<file path="src/rtl/ctrl_pkg.sv">
// Shared constants for the multicycle controller and alu_control:
// state codes, opcode field values, alu_op codes and datapath select encodings.
package ctrl_pkg;

    typedef enum logic [3:0] {
        S_FETCH  = 4'd0,
        S_DECODE = 4'd1,
        S_MEMADR = 4'd2,
        S_MEMRD  = 4'd3,
        S_MEMWB  = 4'd4,
        S_MEMWR  = 4'd5,
        S_EXEC   = 4'd6,
        S_RWB    = 4'd7,
        S_BRANCH = 4'd8,
        S_JUMP   = 4'd9,
        S_IEXEC  = 4'd10,
        S_IWB    = 4'd11
    } state_t;

    localparam logic [3:0] OP_R    = 4'b0000;
    localparam logic [3:0] OP_ADDI = 4'b0001;
    localparam logic [3:0] OP_ANDI = 4'b0010;
    localparam logic [3:0] OP_ORI  = 4'b0011;
    localparam logic [3:0] OP_NORI = 4'b0100;
    localparam logic [3:0] OP_BEQ  = 4'b0101;
    localparam logic [3:0] OP_SLTI = 4'b0110;
    localparam logic [3:0] OP_LW   = 4'b0111;
    localparam logic [3:0] OP_SW   = 4'b1000;
    localparam logic [3:0] OP_J    = 4'b1001;

    localparam logic [2:0] ALU_FUNCT = 3'b000;
    localparam logic [2:0] ALU_ADD   = 3'b001;
    localparam logic [2:0] ALU_AND   = 3'b010;
    localparam logic [2:0] ALU_OR    = 3'b011;
    localparam logic [2:0] ALU_NOR   = 3'b100;
    localparam logic [2:0] ALU_SUB   = 3'b101;
    localparam logic [2:0] ALU_SLT   = 3'b110;

    localparam logic [1:0] SRCB_REG     = 2'b00;
    localparam logic [1:0] SRCB_FOUR    = 2'b01;
    localparam logic [1:0] SRCB_IMM     = 2'b10;
    localparam logic [1:0] SRCB_IMM_SH2 = 2'b11;

    localparam logic [1:0] PCSRC_ALU    = 2'b00;
    localparam logic [1:0] PCSRC_ALUOUT = 2'b01;
    localparam logic [1:0] PCSRC_JUMP   = 2'b10;

    function automatic logic is_undefined(input logic [3:0] op);
        return op > OP_J;
    endfunction

    // Dispatch out of DECODE; undefined opcodes fall back to FETCH.
    function automatic state_t decode_next(input logic [3:0] op);
        case (op)
            OP_R:                                   return S_EXEC;
            OP_LW, OP_SW:                           return S_MEMADR;
            OP_BEQ:                                 return S_BRANCH;
            OP_J:                                   return S_JUMP;
            OP_ADDI, OP_ANDI, OP_ORI, OP_NORI,
            OP_SLTI:                                return S_IEXEC;
            default:                                return S_FETCH;
        endcase
    endfunction

endpackage

</file>
<file path="src/rtl/imm_aluop_dec.sv">
// Maps an immediate-class opcode to the ALU operation used in IEXEC.
module imm_aluop_dec
    import ctrl_pkg::*;
(
    input  logic [3:0] i_opcode,
    output logic [2:0] o_alu_op
);

    always_comb begin
        case (i_opcode)
            OP_ADDI: o_alu_op = ALU_ADD;
            OP_ANDI: o_alu_op = ALU_AND;
            OP_ORI:  o_alu_op = ALU_OR;
            OP_NORI: o_alu_op = ALU_NOR;
            OP_SLTI: o_alu_op = ALU_SLT;
            default: o_alu_op = ALU_ADD;
        endcase
    end

endmodule

</file>
<file path="src/rtl/multicycle_control.sv">
// Multicycle MIPS-style main controller: one registered state, all datapath
// strobes and selects decoded combinationally from it (and mem_ready where used).
//
// state  | meaning
// FETCH  | read instruction, PC += 4 when memory ready
// DECODE | dispatch on opcode, precompute branch target
// MEMADR | effective address for lw/sw
// MEMRD  | load data read, waits on mem_ready
// MEMWB  | load writeback to rt
// MEMWR  | store write, waits on mem_ready
// EXEC   | R-type ALU operation
// RWB    | R-type writeback to rd
// BRANCH | beq compare and conditional PC update
// JUMP   | unconditional PC update
// IEXEC  | immediate ALU operation
// IWB    | immediate writeback to rt
module multicycle_control
    import ctrl_pkg::*;
(
    input  logic       clk,
    input  logic       rst,
    input  logic [3:0] opcode,
    input  logic       mem_ready,
    output logic       pc_write,
    output logic       pc_write_cond,
    output logic       ir_write,
    output logic       mem_read,
    output logic       mem_write,
    output logic       reg_write,
    output logic       reg_dst,
    output logic       mem_to_reg,
    output logic       alu_src_a,
    output logic [1:0] alu_src_b,
    output logic [1:0] pc_source,
    output logic [2:0] alu_op,
    output logic       done,
    output logic       illegal,
    output logic [3:0] state
);

    state_t     r_state;
    logic [2:0] w_imm_alu_op;

    imm_aluop_dec u_imm_aluop_dec (
        .i_opcode (opcode),
        .o_alu_op (w_imm_alu_op)
    );

    always_ff @(posedge clk) begin
        if (rst) begin
            r_state <= S_FETCH;
        end else begin
            case (r_state)
                S_FETCH:  if (mem_ready) r_state <= S_DECODE;
                S_DECODE: r_state <= decode_next(opcode);
                S_MEMADR: r_state <= (opcode == OP_LW) ? S_MEMRD : S_MEMWR;
                S_MEMRD:  if (mem_ready) r_state <= S_MEMWB;
                S_MEMWR:  if (mem_ready) r_state <= S_FETCH;
                S_EXEC:   r_state <= S_RWB;
                S_IEXEC:  r_state <= S_IWB;
                default:  r_state <= S_FETCH;
            endcase
        end
    end

    // Outputs are forced to zero for the whole time rst is high, not only after the edge.
    always_comb begin
        pc_write      = 1'b0;
        pc_write_cond = 1'b0;
        ir_write      = 1'b0;
        mem_read      = 1'b0;
        mem_write     = 1'b0;
        reg_write     = 1'b0;
        reg_dst       = 1'b0;
        mem_to_reg    = 1'b0;
        alu_src_a     = 1'b0;
        alu_src_b     = SRCB_REG;
        pc_source     = PCSRC_ALU;
        alu_op        = ALU_FUNCT;
        done          = 1'b0;
        illegal       = 1'b0;
        state         = 4'd0;
        if (!rst) begin
            state = r_state;
            case (r_state)
                S_FETCH: begin
                    mem_read  = 1'b1;
                    alu_src_b = SRCB_FOUR;
                    alu_op    = ALU_ADD;
                    ir_write  = mem_ready;
                    pc_write  = mem_ready;
                end
                S_DECODE: begin
                    alu_src_b = SRCB_IMM_SH2;
                    alu_op    = ALU_ADD;
                    illegal   = is_undefined(opcode);
                end
                S_MEMADR: begin
                    alu_src_a = 1'b1;
                    alu_src_b = SRCB_IMM;
                    alu_op    = ALU_ADD;
                end
                S_MEMRD: mem_read = 1'b1;
                S_MEMWB: begin
                    reg_write  = 1'b1;
                    mem_to_reg = 1'b1;
                    done       = 1'b1;
                end
                S_MEMWR: begin
                    mem_write = 1'b1;
                    done      = mem_ready;
                end
                S_EXEC: alu_src_a = 1'b1;
                S_RWB: begin
                    reg_write = 1'b1;
                    reg_dst   = 1'b1;
                    done      = 1'b1;
                end
                S_BRANCH: begin
                    alu_src_a     = 1'b1;
                    alu_op        = ALU_SUB;
                    pc_write_cond = 1'b1;
                    pc_source     = PCSRC_ALUOUT;
                    done          = 1'b1;
                end
                S_JUMP: begin
                    pc_write  = 1'b1;
                    pc_source = PCSRC_JUMP;
                    done      = 1'b1;
                end
                S_IEXEC: begin
                    alu_src_a = 1'b1;
                    alu_src_b = SRCB_IMM;
                    alu_op    = w_imm_alu_op;
                end
                S_IWB: begin
                    reg_write = 1'b1;
                    done      = 1'b1;
                end
                default: ;
            endcase
        end
    end

endmodule

</file>
<file path="config.mk">
export PLATFORM = sky130hd
export DESIGN_NAME = multicycle_control
export DESIGN_NICKNAME = d
export VERILOG_FILES = /design/src/rtl/ctrl_pkg.sv /design/src/rtl/imm_aluop_dec.sv /design/src/rtl/multicycle_control.sv
export SDC_FILE = /design/constraint.sdc
export NUM_CORES = 1
export LEC_CHECK = 0
export ABC_AREA = 1
export ABC_CLOCK_PERIOD_IN_PS = 2200
export CAP_MARGIN = 20
export CORE_MARGIN = 2
export CORE_UTILIZATION = 42
export DETAILED_ROUTE_END_ITERATION = 6
export GPL_TIMING_DRIVEN = 0
export PLACE_DENSITY = 0.83
export SYNTH_ARGS = -nofsm -noshare
export SYNTH_HDL_FRONTEND = slang
export SYNTH_SLANG_ARGS = --single-unit
</file>
<file path="constraint.sdc">
create_clock -name clk -period 2.2 [get_ports clk]
set_input_delay 0.44 -clock clk [delete_from_list [all_inputs] [get_ports clk]]
set_output_delay 0.44 -clock clk [all_outputs]
set_load 0.005 [all_outputs]
</file>
## After elaboration in Yosys (flattened, before gate mapping)

Memories as Yosys holds them, arrays and structs flattened.
Index checks and enable logic that the tools add are counted.

| word-level totals | value |
|---|---|
| register bits | 4 |
| logic and storage cells | 65 |
| memories kept | 1 |
| latch bits | 0 |
| bits in writable memories | 0 |
| output and inout bits | 22 |
| bits in read-only memories | 64 |
| input port bits | 7 |

| operators by class | value |
|---|---|
| multiply operators | 0 |
| equal/unequal tests | 19 |
| $add $sub $neg | 0 |
| div/mod/pow operators | 0 |
| shifts and indexed selects | 0 |
| $lt $le $gt $ge | 1 |
| bitwise gates (word level) | 0 |
| reductions and logical operators | 8 |
| mux-type cells | 35 |

Memory list:

| memory | depth | bits a word | rd ports | clocked after memory_dff | write ports | line | text |
|---|---|---|---|---|---|---|---|
| (name not given) | 16 | 4 | 1 | 0 | 0 | ctrl_pkg.sv:54 | `case (op)` |

Operators with widths:

| kind | count |
|---|---|
| $eq 4x3->1 const B | 7 |
| $pmux 4 s7 | 1 |
| $mux 1 | 20 |
| $eq 4x2->1 const B | 4 |
| $eq 4x4->1 const B | 4 |
| $mux 4 | 4 |
| $pmux 3 s4 | 1 |
| $pmux 3 s3 | 1 |
| $mux 3 | 2 |
| $ne 2x2->1 const B | 3 |
| $pmux 2 s3 | 1 |
| $reduce_or 3->1 | 2 |
| $reduce_or 5->1 | 1 |
| $eq 4x1->1 const B | 1 |
| $gt 4x4->1 const B | 1 |
| $logic_not 4->1 | 1 |
| $mux 2 | 2 |
| $pmux 1 s2 | 2 |
| $pmux 2 s2 | 1 |
| $reduce_or 2->1 | 2 |
| $reduce_or 4->1 | 1 |
| $reduce_and 3->1 | 1 |

## Longest topological paths before layout

Gate-level depths: netlist of the first run.

| depth | value |
|---|---|
| word-level depth | 4 |
| depth in mapped cells | 8 |

## Hierarchy

Synthesis of the first run repeated with hierarchy kept, for this count alone.

| second synthesis, totals | value |
|---|---|
| cell total of the unflattened synthesis | 125 |
| area total of the unflattened synthesis | 625.6 sq um |

Modules (own cells, without submodules):

| module | cells an instance | area each (sq um) | instances |
|---|---|---|---|
| multicycle_control | 115 | 586.8 | 1 |
| imm_aluop_dec | 10 | 38.8 | 1 |

## Worst setup path before layout of the first run

OpenSTA, ideal clock, no wires.

| path | value |
|---|---|
| kind | input-to-output |
| start | input port rst |
| end | output port pc_write |
| arrival time | 1.066 ns |
| buffers on the path | 1 |
| cell stages on the path | 4 |
| slack | 0.694 ns |
| cell sequence | buf_2 -> nor2_1 -> nand2_1 -> o22ai_1 |

| between the ends | value |
|---|---|
| word-level cells in the longest chain between the ends | 1 |

RTL lines:

| item | line | text |
|---|---|---|
| start: declaration | multicycle_control.sv:21 | `input logic rst,` |
| $mux 1 | multicycle_control.sv:83 | `if (!rst) begin` |
| end: declaration | multicycle_control.sv:24 | `output logic pc_write,` |

No other way between the ends.

## Worst setup path after layout of the first run

| path | value |
|---|---|
| start | register r_state[2] |
| end | output port done |

| between the ends | value |
|---|---|
| word-level cells in the longest chain between the ends | 4 |

RTL lines:

| item | line | text |
|---|---|---|
| start: declaration | multicycle_control.sv:41 | `state_t r_state;` |
| start signal: assignment | multicycle_control.sv:55 | `S_DECODE: r_state <= decode_next(opcode);` |
| start signal: assignment | multicycle_control.sv:56 | `S_MEMADR: r_state <= (opcode == OP_LW) ? S_MEMRD : S_MEMWR;` |
| $eq 4x4->1 or $eq 4x3->1 (tied branches) | multicycle_control.sv:85 | `case (r_state)` |
| $reduce_or 5->1 (no source line) | -- |  |
| $pmux 1 s2 (*) | multicycle_control.sv:85 |  |
| $mux 1 (*) | multicycle_control.sv:83 |  |
| end: declaration | multicycle_control.sv:36 | `output logic done,` |

Mark *: on every way between the ends. The rest lies on a longest branch, timed or not.

==> results of run 1 <==
==> placed cells by master, fill, tap and decap left out, types with 3 or more instances in the layout <==
cell             instances
nand2_1                 26
nor2_1                  20
clkdlybuf4s50_1         19
nand3_1                 14
buf_4                   10
inv_1                    8
dlygate4sd2_1            5
nor2_4                   4
a21oi_1                  4
inv_2                    3
o21ai_1                  3
nor2_2                   3
clkbuf_4                 3
dlymetal6s2s_1           3
==> path summary, 6_finish.rpt <==
kind                    from          to  slack [ns]  depth (start not counted)
setup / recovery  r_state[2]        done       0.005                          7
hold / removal           rst  r_state[1]        0.69                          4
setup reg to reg  r_state[2]  r_state[0]        0.99                          6
hold reg to reg   r_state[2]  r_state[2]        0.71                          4
==> report_power, final <==
part | switching (µW) | internal [µW] | total (µW)
clock network | 28.6 | 60.9 | 89.5
logic | 263 | 212 | 475
registers | 32.1 | 95.9 | 128
total | 324 | 369 | 693
==> logic make-up after synthesis <==
family	after synthesis	share of synthesized area, %
DFF	4	13.50
buffers and inverters	15	11.81
and+or+nand+nor	79	64.35
AOI/OAI and AO/OA	11	10.34
==> metrics by stage <==
step	hold slack (ns)	area, µm²	utilization, %	power, µW	setup slack, ns
floorplan	0.6368	593.1	-	378.5	0.6945
global placement	0.6725	882.1	66.95	539.2	-0.1682
detailed placement	0.6819	882.1	66.95	544.7	-0.1704
CTS	0.6495	935.9	71.04	650.4	0.004890
global route	0.7159	1007	76.45	746.0	-0.07858
finish	0.6911	1007	76.45	692.9	0.005248
==> repair_timing <==
| item | 4_1_cts | 5_1_grt |
|---|---|---|
| endpoints found under the setup margin | 5 | 10 |
| hold endpoints to repair | 0 | 0 |
| gates resized for setup | 8 | 12 |
| pin swaps | 1 | 2 |
| buffers inserted | 4 | 5 |
==> metal layers <==
layer,up-vias,share of wire (%)
met5,-,0
met1,418,38
li1,434,-
met3,10,6.9
met2,50,53
met4,0,2.4
==> worst reg2reg max path, delay by kind of cell, from the launching register on <==
kind            cells  cell delay [ns]
compound gates      1             0.21
buf+inv             2             0.26
simple gates        3             0.24
flops               1             0.39
==> cell type report <==
type	count	area, µm²
flip-flops and latches	4	85.08
plain buffers	4	28.78
multi-input cells	90	471.7
inverters	11	41.29
clock buffers	3	22.52
fillers	97	310.3
repair buffers	36	339.1
well taps	15	18.77
==> reports/metrics.csv, run 1 <==
metric;value;unit
largest net degree at the start of global routing;11;
clk slew on worst S/H paths;0.04;ns
CP required;1.76;ns
Peak VDD IR;0.6219;mV
Detailed Place HPWL;1466;µm
critical path, cell by cell;inv_2 -> nor2_1 -> nand2_1 -> nor2_1 -> nand2_1 -> nand3_1 -> clkdlybuf4s50_1;
commonest cells in the netlist;27 x nand2_1, 23 x nor2_1, 15 x nand3_1;
Crit path max-delay family;buffers and inverters;
Fin. Hold Viols;0;
synth warn;0;
Slew @ Worst Pin;0.2242;ns
drt total wl;2182;µm
grt peak-use layer;met2;
max reg flops;4;
GR Util All Layers;22.87;%
Worst Hold Class;in -> reg;
layout cells sized above 1;23.65;%
final setup fails;0;
Antenna diodes;0;
Area Growth Syn to Fin;69.83;%
post-synth top area cell;nand2_1;
Congestion Overflow GR;0;
Most flops, register;r_state;
Max Fclk;455.6;MHz
Initial DRC Count;44;
worst-skew pair later-pin latency;0.23;ns
Die Area;0.001728;mm²
met2 Use GR;41.56;%
routability cong.;0.9528;
unrepaired setup endpoints after global routing;true;
die height;41.58;µm
initial antenna violation count;0;
slowest stage delay, CP;0.51;ns
Post-Route Setup TNS;0;ns
M3 GR Usage;2.609;%
Synth cell types;25;
Critical Path End Type;output pin;
I/O Pins;29;
hold buffer count at CTS;0;
top cells by area, synth;nand2_1 17%, nor2_1 15%, dfxtp_1 14%;
First-pass DRT Iterations;5;
Yosys reg bits;4;
post-synthesis cell area;593.1;µm²
top_reg_cell synth;dfxtp_1;
Slew headroom;85.05;%
vias post-DR;912;
most frequent cell after synthesis;nand2_1;
post-synthesis async set-or-reset flop share;0;%
Starting Density;45.01;%
final non-filler cell total;163;
Worst Path Buf+Inv;2;
min Tclk post-route;2.195;ns
Post-synth EDFFs;0;
register area share after synthesis;13.50;%
Gate Count Post-Synth;109;
first-pass GRT wire length;3132;µm
kind of critical path;reg -> out;
Core Rows;13;
Crit Path Max Fanout;6;
Tcrit/Tclk final;99.76;%
CTS tree;done;
clock skew;0.005405;ns
Wirelength per Cell;13.39;µm
# H-tree levels;1;
PwrDens;688.0;mW/mm²
Mapped Nets;116;
Layout Nets;157;
max capacitance violation total;0;
Synth top area share;17.09;%
routed vias/inst;5.595;
grt met1 use;25.79;%
synthesized area per cell;5.441;µm²
DP Cell Count;151;
Startpoint Class;register;
CP arrival;1.75;ns
die width;41.58;µm
total core area;0.001318;mm²
CTS max path bufs;2;
drt drc;0;
remaining antenna violation count after routing;0;
Port Buffers;27;
CP max stage cell;clkdlybuf4s50_1;
leakage power;0.0004880;µW
clock root cell;clkbuf_4;
clock sink count;4;
vias in the first global route;771;
total CTS buffers;3;
Slew Limit Fails;0;
status;finished clean;
Largest regs;r_state (4);
(Power assumes the default switching activity.)
==> inputs of run 2 (changes only) <==
- HOLD_SLACK_MARGIN: default -> 0.1
==> results of run 2 <==
No change in the layout: final DEF, timing and power equal those of run 1.
